==> src/rtl/add_sub_seq_if.sv <==
// Request/response bundle for the chunk-serial adder/subtractor.
//
// Handshake: both channels use strict valid/ready. A transfer happens on the
// rising edge where valid && ready are both high. A producer holds valid and
// its payload stable until that edge. Ready may depend combinationally on
// state, but valid never depends on ready.
interface add_sub_seq_if #(
    parameter int WIDTH = 32
);
    // request channel
    logic             in_valid;
    logic             in_ready;
    logic [1:0]       op;
    logic [WIDTH-1:0] a;
    logic [WIDTH-1:0] b;
    logic             cin_ext;
    // response channel
    logic             out_valid;
    logic             out_ready;
    logic [WIDTH-1:0] result;
    logic             cout;
    logic             ovf;
    logic             zero;

    modport master (
        output in_valid, op, a, b, cin_ext, out_ready,
        input  in_ready, out_valid, result, cout, ovf, zero
    );

    modport slave (
        input  in_valid, op, a, b, cin_ext, out_ready,
        output in_ready, out_valid, result, cout, ovf, zero
    );
endinterface

==> src/rtl/add_sub_seq.sv <==
// Chunk-serial ADD/SUB/ADC/SBC unit. One WIDTH-bit operation is accepted,
// then CHUNK bits are summed per cycle from the LSB chunk upward. The carry
// ripples through a register between chunks. Flags are produced on the last
// chunk. op encoding: bit0 selects B inversion; bit1 selects the external
// carry as the carry-in instead of the bit0-derived constant.
module add_sub_seq #(
    parameter int WIDTH = 32,
    parameter int CHUNK = 8
) (
    input  logic       clk,
    input  logic       reset,
    add_sub_seq_if.slave bus,
    output logic [1:0] dbg_state_o
);
    localparam int NCHUNK = WIDTH / CHUNK;
    localparam int CW     = (NCHUNK > 1) ? $clog2(NCHUNK) : 1;
    localparam logic [CW-1:0]    LAST_IDX   = CW'(NCHUNK - 1);
    localparam logic [WIDTH-1:0] CHUNK_MASK = WIDTH'({CHUNK{1'b1}});

    typedef enum logic [1:0] {
        IDLE = 2'd0,
        RUN  = 2'd1,
        DONE = 2'd2
    } state_t;

    state_t           state_q, state_d;
    logic [WIDTH-1:0] a_q, a_d;
    logic [WIDTH-1:0] b_q, b_d;          // B already inverted for SUB/SBC
    logic             carry_q, carry_d;
    logic [CW-1:0]    cnt_q, cnt_d;
    logic [WIDTH-1:0] result_q, result_d;
    logic             cout_q, cout_d;
    logic             ovf_q, ovf_d;
    logic             zero_q, zero_d;
    logic             out_valid_q, out_valid_d;

    logic [31:0]      sh;
    logic [CHUNK-1:0] a_chunk;
    logic [CHUNK-1:0] b_chunk;
    logic [CHUNK:0]   sum;
    logic             c_into_msb;
    logic [WIDTH-1:0] result_merged;

    // Current chunk slice, its CHUNK+1-bit sum, and the result with it merged in.
    always_comb begin
        sh            = 32'(cnt_q) * 32'(CHUNK);
        a_chunk       = CHUNK'(a_q >> sh);
        b_chunk       = CHUNK'(b_q >> sh);
        sum           = {1'b0, a_chunk} + {1'b0, b_chunk} + {{CHUNK{1'b0}}, carry_q};
        // Carry into the top bit recovered from the top bit's sum and operands.
        c_into_msb    = a_chunk[CHUNK-1] ^ b_chunk[CHUNK-1] ^ sum[CHUNK-1];
        result_merged = (result_q & ~(CHUNK_MASK << sh)) |
                        (WIDTH'(sum[CHUNK-1:0]) << sh);
    end

    // Next-state and datapath update for IDLE/RUN/DONE.
    always_comb begin
        state_d     = state_q;
        a_d         = a_q;
        b_d         = b_q;
        carry_d     = carry_q;
        cnt_d       = cnt_q;
        result_d    = result_q;
        cout_d      = cout_q;
        ovf_d       = ovf_q;
        zero_d      = zero_q;
        out_valid_d = out_valid_q;
        case (state_q)
            IDLE: begin
                if (bus.in_valid) begin
                    a_d     = bus.a;
                    b_d     = bus.op[0] ? ~bus.b : bus.b;
                    carry_d = bus.op[1] ? bus.cin_ext : bus.op[0];
                    cnt_d   = '0;
                    state_d = RUN;
                end
            end
            RUN: begin
                result_d = result_merged;
                carry_d  = sum[CHUNK];
                if (cnt_q == LAST_IDX) begin
                    cout_d      = sum[CHUNK];
                    ovf_d       = c_into_msb ^ sum[CHUNK];
                    zero_d      = (result_merged == '0);
                    out_valid_d = 1'b1;
                    cnt_d       = '0;
                    state_d     = DONE;
                end else begin
                    cnt_d = cnt_q + CW'(1);
                end
            end
            DONE: begin
                if (bus.out_ready) begin
                    out_valid_d = 1'b0;
                    state_d     = IDLE;
                end
            end
            default: state_d = IDLE;
        endcase
    end

    // State and datapath registers with synchronous reset.
    always_ff @(posedge clk) begin
        if (reset) begin
            state_q     <= IDLE;
            a_q         <= '0;
            b_q         <= '0;
            carry_q     <= 1'b0;
            cnt_q       <= '0;
            result_q    <= '0;
            cout_q      <= 1'b0;
            ovf_q       <= 1'b0;
            zero_q      <= 1'b0;
            out_valid_q <= 1'b0;
        end else begin
            state_q     <= state_d;
            a_q         <= a_d;
            b_q         <= b_d;
            carry_q     <= carry_d;
            cnt_q       <= cnt_d;
            result_q    <= result_d;
            cout_q      <= cout_d;
            ovf_q       <= ovf_d;
            zero_q      <= zero_d;
            out_valid_q <= out_valid_d;
        end
    end

    assign bus.in_ready  = !reset && (state_q == IDLE);
    assign bus.out_valid = out_valid_q;
    assign bus.result    = result_q;
    assign bus.cout      = cout_q;
    assign bus.ovf       = ovf_q;
    assign bus.zero      = zero_q;
    assign dbg_state_o   = state_q;
endmodule
==> src/flat_wrapper.sv <==
// flat-port wrapper written by rule: the top's interface ports become plain ports
module add_sub_seq_flat 
#(
    parameter int WIDTH = 32,
    parameter int CHUNK = 8
)
  (clk, reset, dbg_state_o, bus_in_valid, bus_op, bus_a, bus_b, bus_cin_ext, bus_out_ready, bus_in_ready, bus_out_valid, bus_result, bus_cout, bus_ovf, bus_zero);
  add_sub_seq_if #(.WIDTH(WIDTH)) bus_i ();
  input  logic clk;
  input  logic reset;
  output logic [1:0] dbg_state_o;
  input wire logic [$bits(bus_i.in_valid)-1:0] bus_in_valid;
  input wire logic [$bits(bus_i.op)-1:0] bus_op;
  input wire logic [$bits(bus_i.a)-1:0] bus_a;
  input wire logic [$bits(bus_i.b)-1:0] bus_b;
  input wire logic [$bits(bus_i.cin_ext)-1:0] bus_cin_ext;
  input wire logic [$bits(bus_i.out_ready)-1:0] bus_out_ready;
  output wire logic [$bits(bus_i.in_ready)-1:0] bus_in_ready;
  output wire logic [$bits(bus_i.out_valid)-1:0] bus_out_valid;
  output wire logic [$bits(bus_i.result)-1:0] bus_result;
  output wire logic [$bits(bus_i.cout)-1:0] bus_cout;
  output wire logic [$bits(bus_i.ovf)-1:0] bus_ovf;
  output wire logic [$bits(bus_i.zero)-1:0] bus_zero;
  assign bus_i.in_valid = bus_in_valid;
  assign bus_i.op = bus_op;
  assign bus_i.a = bus_a;
  assign bus_i.b = bus_b;
  assign bus_i.cin_ext = bus_cin_ext;
  assign bus_i.out_ready = bus_out_ready;
  assign bus_in_ready = bus_i.in_ready;
  assign bus_out_valid = bus_i.out_valid;
  assign bus_result = bus_i.result;
  assign bus_cout = bus_i.cout;
  assign bus_ovf = bus_i.ovf;
  assign bus_zero = bus_i.zero;
  add_sub_seq #(.WIDTH(WIDTH), .CHUNK(CHUNK)) u_core (.clk(clk), .reset(reset), .bus(bus_i), .dbg_state_o(dbg_state_o));
endmodule
==> config.mk <==
export PLATFORM = sky130hd
export DESIGN_NAME = add_sub_seq_flat
export DESIGN_NICKNAME = d
export VERILOG_FILES = /design/src/rtl/add_sub_seq_if.sv /design/src/rtl/add_sub_seq.sv /design/src/flat_wrapper.sv
export SDC_FILE = /design/constraint.sdc
export NUM_CORES = 1
export LEC_CHECK = 0
export BUFFER_PORTS_ARGS = -buffer_cell sky130_fd_sc_hd__buf_2
export CAP_MARGIN = 10
export CORE_MARGIN = 5
export CORE_UTILIZATION = 54
export CTS_CLUSTER_SIZE = 16
export DETAILED_ROUTE_END_ITERATION = 10
export GPL_ROUTABILITY_DRIVEN = 0
export PLACE_DENSITY = 0.8
export SYNTH_ARGS = -nofsm -noshare
export SYNTH_HDL_FRONTEND = slang
export SYNTH_SLANG_ARGS = --single-unit
==> constraint.sdc <==
create_clock -name clk -period 4.4 [get_ports clk]
set_clock_uncertainty 0.2 [all_clocks]
set_input_delay 0.22 -clock clk [delete_from_list [all_inputs] [get_ports clk]]
set_output_delay 0.22 -clock clk [all_outputs]
set_load 0.005 [all_outputs]
## Yosys cells after proc, flatten, opt, wreduce, memory -nomap -nowiden

Cells that the tools add are included.

| word-level totals | value |
|---|---|
| register bits after elaboration | 105 |
| input port bits | 71 |
| output and inout port bits | 39 |
| logic and storage cells | 55 |

| cells by class | value |
|---|---|
| $add $sub $neg | 3 |
| equal/unequal tests | 6 |
| shifts and indexed selects | 4 |
| multiplexer cells | 14 |
| bitwise operators | 7 |
| reduce and logical (&&, ||, !) cells | 11 |

Operators by type and width:

| kind | count |
|---|---|
| $not 32->32 | 2 |
| $shr 32x5->8 | 2 |
| $and 32x32->32 | 1 |
| $logic_not 32->1 | 1 |
| $mux 32 | 1 |
| $or 32x32->32 | 1 |
| $shl 8x5->32 | 1 |
| $shl 8x5->32 const A | 1 |
| $mux 2 | 5 |
| $add 8x8->9 | 1 |
| $add 9x1->9 | 1 |
| $pmux 2 s3 | 1 |
| $reduce_and 2->1 | 3 |
| $reduce_and 3->1 | 2 |
| $eq 2x2->1 const B | 2 |
| $mux 1 | 4 |
| $ne 2x2->1 const B | 2 |
| $pmux 1 s2 | 2 |
| $pmux 2 s2 | 1 |
| $reduce_bool 2->1 | 2 |
| $xor 1x1->1 | 3 |
| $add 2x1->2 const B | 1 |
| $eq 2x1->1 const B | 1 |
| $logic_not 2->1 | 1 |
| 3 further kinds | 3 |

## Depth between registers and ports, before layout

| depth | value |
|---|---|
| depth after elaboration | 6 |
| depth in mapped cells | 9 |
| mapped depth without buffers | 8 |

## Worst setup path after synthesis

OpenSTA, ideal clock, no wires.

| timing | value |
|---|---|
| kind | reg-to-reg |
| start point | register u_core.cnt_q[0] |
| end point | register u_core.zero_q (netlist: u_core.bus.zero) |
| setup time | 88 ps |
| data arrival time | 3,209 ps |
| required time | 4,112 ps |
| slack | 903 ps |
| cell stages (with the launch flop) | 10 |
| path buffers | 1 |
| clock period less this slack | 3,497 ps |
| cells stage by stage | dfxtp_1 -> buf_2 -> mux4_2 -> fa_1 -> fa_1 -> a211o_1 -> a2111oi_0 -> nor4b_1 -> nand4b_1 -> o31ai_1 |

| on the way | value |
|---|---|
| cells in the longest elaborated chain, start to end | 6 |
| elaborated cells between the ends (all ways) | 12 |
| those cells by class | add/sub: 2; eq/ne: 1; shift: 4; bitwise: 3; reduce/logical: 2 |

Ends and longest elaborated chain:

| what | RTL line | text |
|---|---|---|
| start, declared | add_sub_seq.sv:30 | `logic [CW-1:0] cnt_q, cnt_d;` |
| start signal, assigned | add_sub_seq.sv:120 | `cnt_q <= cnt_d;` |
| $shr 32x5->8, on equally long branches | add_sub_seq.sv:47, add_sub_seq.sv:48 |  |
| $add 8x8->9 | add_sub_seq.sv:49 | `sum = {1'b0, a_chunk} + {1'b0, b_chunk} + {{CHUNK{1'b0}}, carry_q};` |
| $add 9x1->9 | add_sub_seq.sv:49 |  |
| $shl 8x5->32 | add_sub_seq.sv:53 | `(WIDTH'(sum[CHUNK-1:0]) << sh);` |
| $or 32x32->32 | add_sub_seq.sv:52 | `result_merged = (result_q & ~(CHUNK_MASK << sh)) \|` |
| $logic_not 32->1 | add_sub_seq.sv:84 | `zero_d = (result_merged == '0);` |
| end signal, assigned | add_sub_seq.sv:124 | `zero_q <= zero_d;` |
| end, declared | add_sub_seq.sv:34 | `logic zero_q, zero_d;` |

Parallel ways exist; a longest one is shown, timed or not.
A chain may end at the register's enable or synchronous reset.

## Worst setup path in the final report

Ends and elaborated chain as after synthesis.

==> metrics.md <==
| Metric | Value |
|---|---|
| Synth cell count leaders | dfxtp_1 (105), nand2_1 (81), nor2_1 (72), a21oi_1 (49), xnor2_1 (34) |
| Vias in the first global route | ~4600 |
| CTS clk-pin slew, worst paths | around 0.10 ns |
| Final worst slack | ~0.56 ns |
| I/O Pins | 110 |
| Cell Area, Synth | between 4000 and 5000 um^2 |
| Initial DRC Count | 352 |
| Maxcap violations | 0 |
| HPWL Detailed | between 8 and 9 mm |
| Crit path top cell by count | fa_1 |
| Flops & latches, synth | 105 |
| Syn Nets | 623 |
| CTS resizes | 0 |
| Root Buffer | clkbuf_8 |
| # rows | 34 |
| Port buffer count | between 100 and 150 |
| Type of the most critical hold path | in -> reg |
| Top_reg_cell synth | dfxtp_1 |
| DR vias/cell | roughly 5.7 |
| Initial Utilization | a little under three fifths |
| Postcts setup bufs | 0 |
| Global-route usage over all layers | between 20% and 30% |
| Sequential element share of the synthesized area | a little over two fifths |
| Slew headroom | about a quarter |
| Vias | 4612 |
| CP peak stage delay | just under 0.7 ns |
| Synth top area share | about 43% |
| Syn. warnings | 0 |
| DRT antenna net count | 0 |
| Clock Path Buffers | 2 |
| Most common cell in the netlist | dfxtp_1 |
| Die W | roughly 110 um |
| Die height | between 100 and 150 um |
| Synthesis-to-layout area growth | 29.17% |
| Hold_buf cts | 63 |
| Initial antenna violation count | 1 |
| Setup repair after global routing missed its margin | false |
| Final Critical Period | 3.838 ns |
| Mean post-synth cell area | approximately 9.1 um^2 |
| Routed wire length | roughly 14 mm |
| DP Area | about 5400 um^2 |
| Synth cell types | between 50 and 60 |
| CTS sink cnt | between 100 and 150 |
| Fin crit share | between 80% and 90% |
| Final Cell Area | between 6000 and 7000 um^2 |
| Hold WS | about 0.076 ns |
| Die area | approximately 11000 um^2 |
| Max IR drop VDD | around 230 uV |
| Largest net degree at the start of global routing | 69 |
| Cells after synthesis | roughly 540 |
| Floorplan core area | roughly 9000 um^2 |
| Status | completed |
| Largest area contributor in the netlist | dfxtp_1 |
| Final layout net count | a little under 800 |
| Data required, critical path | around 4.5 ns |
| Crit Path Class | reg -> reg |
| PD cells | around 330 nW/um^2 |
| First-pass GRT wire length | ~22 mm |
| Slew Limit Fails | 0 |
| Total Neg Setup Slack | 0 ns |
| Slowest CP cell | dfxtp_1 |
| Worst Path Max Fanout | 9 |
| Number of synthesized flops with an enable pin | 0 |
| Pre-CTS setup slack | 0.6635 ns |
| Final hold vios | 0 |
| Layout Utilization | between 70% and 80% |
| CP Capture Type | register |
| Drt drc | 0 |
| Layout cell share with drive strength beyond 1 | 22.27% |
| Top cells by area, synth | dfxtp_1 (43%), mux4_2 (7.4%), nand2_1 (6.2%), xnor2_1 (6.1%), nor2_1 (5.5%) |
| Slew @ Worst Pin | between 1 and 1.5 ns |
| CTS tree | built |
| Gr ovfl total | 0 |
| Crit path DAT | between 3 and 4 ns |
| Fmax | roughly 0.26 GHz |
| H-tree levels | 3 |
| CP startpoint kind | register |
| Pleak | 2.562 nW |
| Avg WL per Cell | 16.92 um |
| Cts bufs inserted | 9 |
| Final setup fails | 0 |
| CP Cell Sequence | mux4_2 -> fa_1 -> fa_1 -> a211o_1 -> a2111oi_0 -> nor4b_1 -> nand4b_1 -> o31ai_1 |
| Clock Latency Late Sink | ~0.38 ns |
| First-pass DRT Iterations | 5 |
| Async set-or-reset flop fraction in the synthesized netlist | 0% |
[flip-flops by register name (all words and copies together) (netlist names)]
signal,flops
u_core.a_q,32
u_core.b_q,32
u_core.bus.result,32
u_core.cnt_q,2
u_core.dbg_state_o,2
u_core.bus.cout,1
u_core.bus.out_valid,1
u_core.bus.ovf,1
u_core.bus.zero,1
u_core.carry_q,1
[routing by layer]
metal / track usage, % / routed length, um / vias to the layer above
li1: - / - / 2215
met1: 31.35 / 5679 / 2146
met2: 40.51 / 6563 / 224
met3: 5.919 / 1069 / 27
met4: 8.767 / 309 / 0
met5: 0 / 0 / -
[critical path: cells and delay by family, from the launching register on]
family	cells	cell delay, ns
AOI/OAI and AO/OA	3	0.77
adders and majority gates	2	1.09
DFF	1	0.68
muxes	1	0.60
and+or+nand+nor	2	0.42
[per-stage QoR]
step                power (mW)  cells
finish                   2.081    805
global route             2.177    805
floorplan                1.320    539
detailed placement       1.447    723
global placement         1.436    723
CTS                      2.069    801
[cell families (layout without fill, tap and decap cells)]
logic type               after synthesis  in the layout  share of synthesized area [%]
AO/OA/AOI/OAI                        137            137                          19.10
XOR/XNOR                              36             36                          6.460
adder cells (fa/ha/maj)               13             13                          3.640
buffers and inverters                 45            202                          3.717
flip-flops                           105            105                          43.07
multiplexers                          19             19                          7.998
other                                  0              1                              0
AND/OR/NAND/NOR                      184            184                          16.02
[cells in the final DEF (no fill, tap or decap), types with 2 or more instances in the layout]
master / netlist / layout
clkbuf_8: 0 / 10
ha_1: 11 / 11
nand3_1: 4 / 4
dlygate4sd3_1: 0 / 66
buf_2: 10 / 108
nand2b_1: 3 / 3
a311oi_1: 2 / 2
a211o_1: 2 / 2
o311ai_0: 5 / 5
a211oi_1: 33 / 33
inv_1: 7 / 7
mux2i_1: 3 / 3
nor3_1: 8 / 8
dfxtp_1: 105 / 105
xnor2_1: 34 / 34
a22oi_1: 26 / 26
fa_1: 2 / 2
o21a_1: 2 / 2
buf_4: 0 / 6
nor3b_1: 2 / 2
nand3b_1: 2 / 2
xor2_1: 2 / 2
a21oi_1: 49 / 49
nor2_1: 72 / 72
nand2_1: 81 / 81
mux4_2: 16 / 16
nor3_2: 2 / 2
o21ai_0: 3 / 3
[path summary, 6_finish.rpt]
check,cells past startpoint,slack (ns),startpoint,to
worst max register to register,8,0.56,u_core.cnt_q[0],u_core.bus.zero
worst min-delay path,2,0.08,reset,u_core.bus.result[22]
worst max-delay path,8,0.56,u_core.cnt_q[0],u_core.bus.zero
worst min register to register,2,0.26,u_core.bus.result[31],u_core.bus.result[31]
[area by class of cell]
cell class | count | area (um^2)
sequential | 105 | 2102
multi-input combinational | 389 | 2599
inverter | 7 | 26.28
clock inverter | 4 | 52.55
timing repair buffer | 180 | 1246
fill | 619 | 2459
antenna | 1 | 2.502
tap | 108 | 135.1
clock buffer | 11 | 141.4
[power by group]
part / leakage (nW) / internal [mW] / switching, mW / total, mW
clock network: 0.0998 / 0.278 / 0.318 / 0.597
logic: 1.60 / 0.206 / 0.233 / 0.439
registers: 0.860 / 1.01 / 0.0405 / 1.05
(Power assumes the default switching activity.)
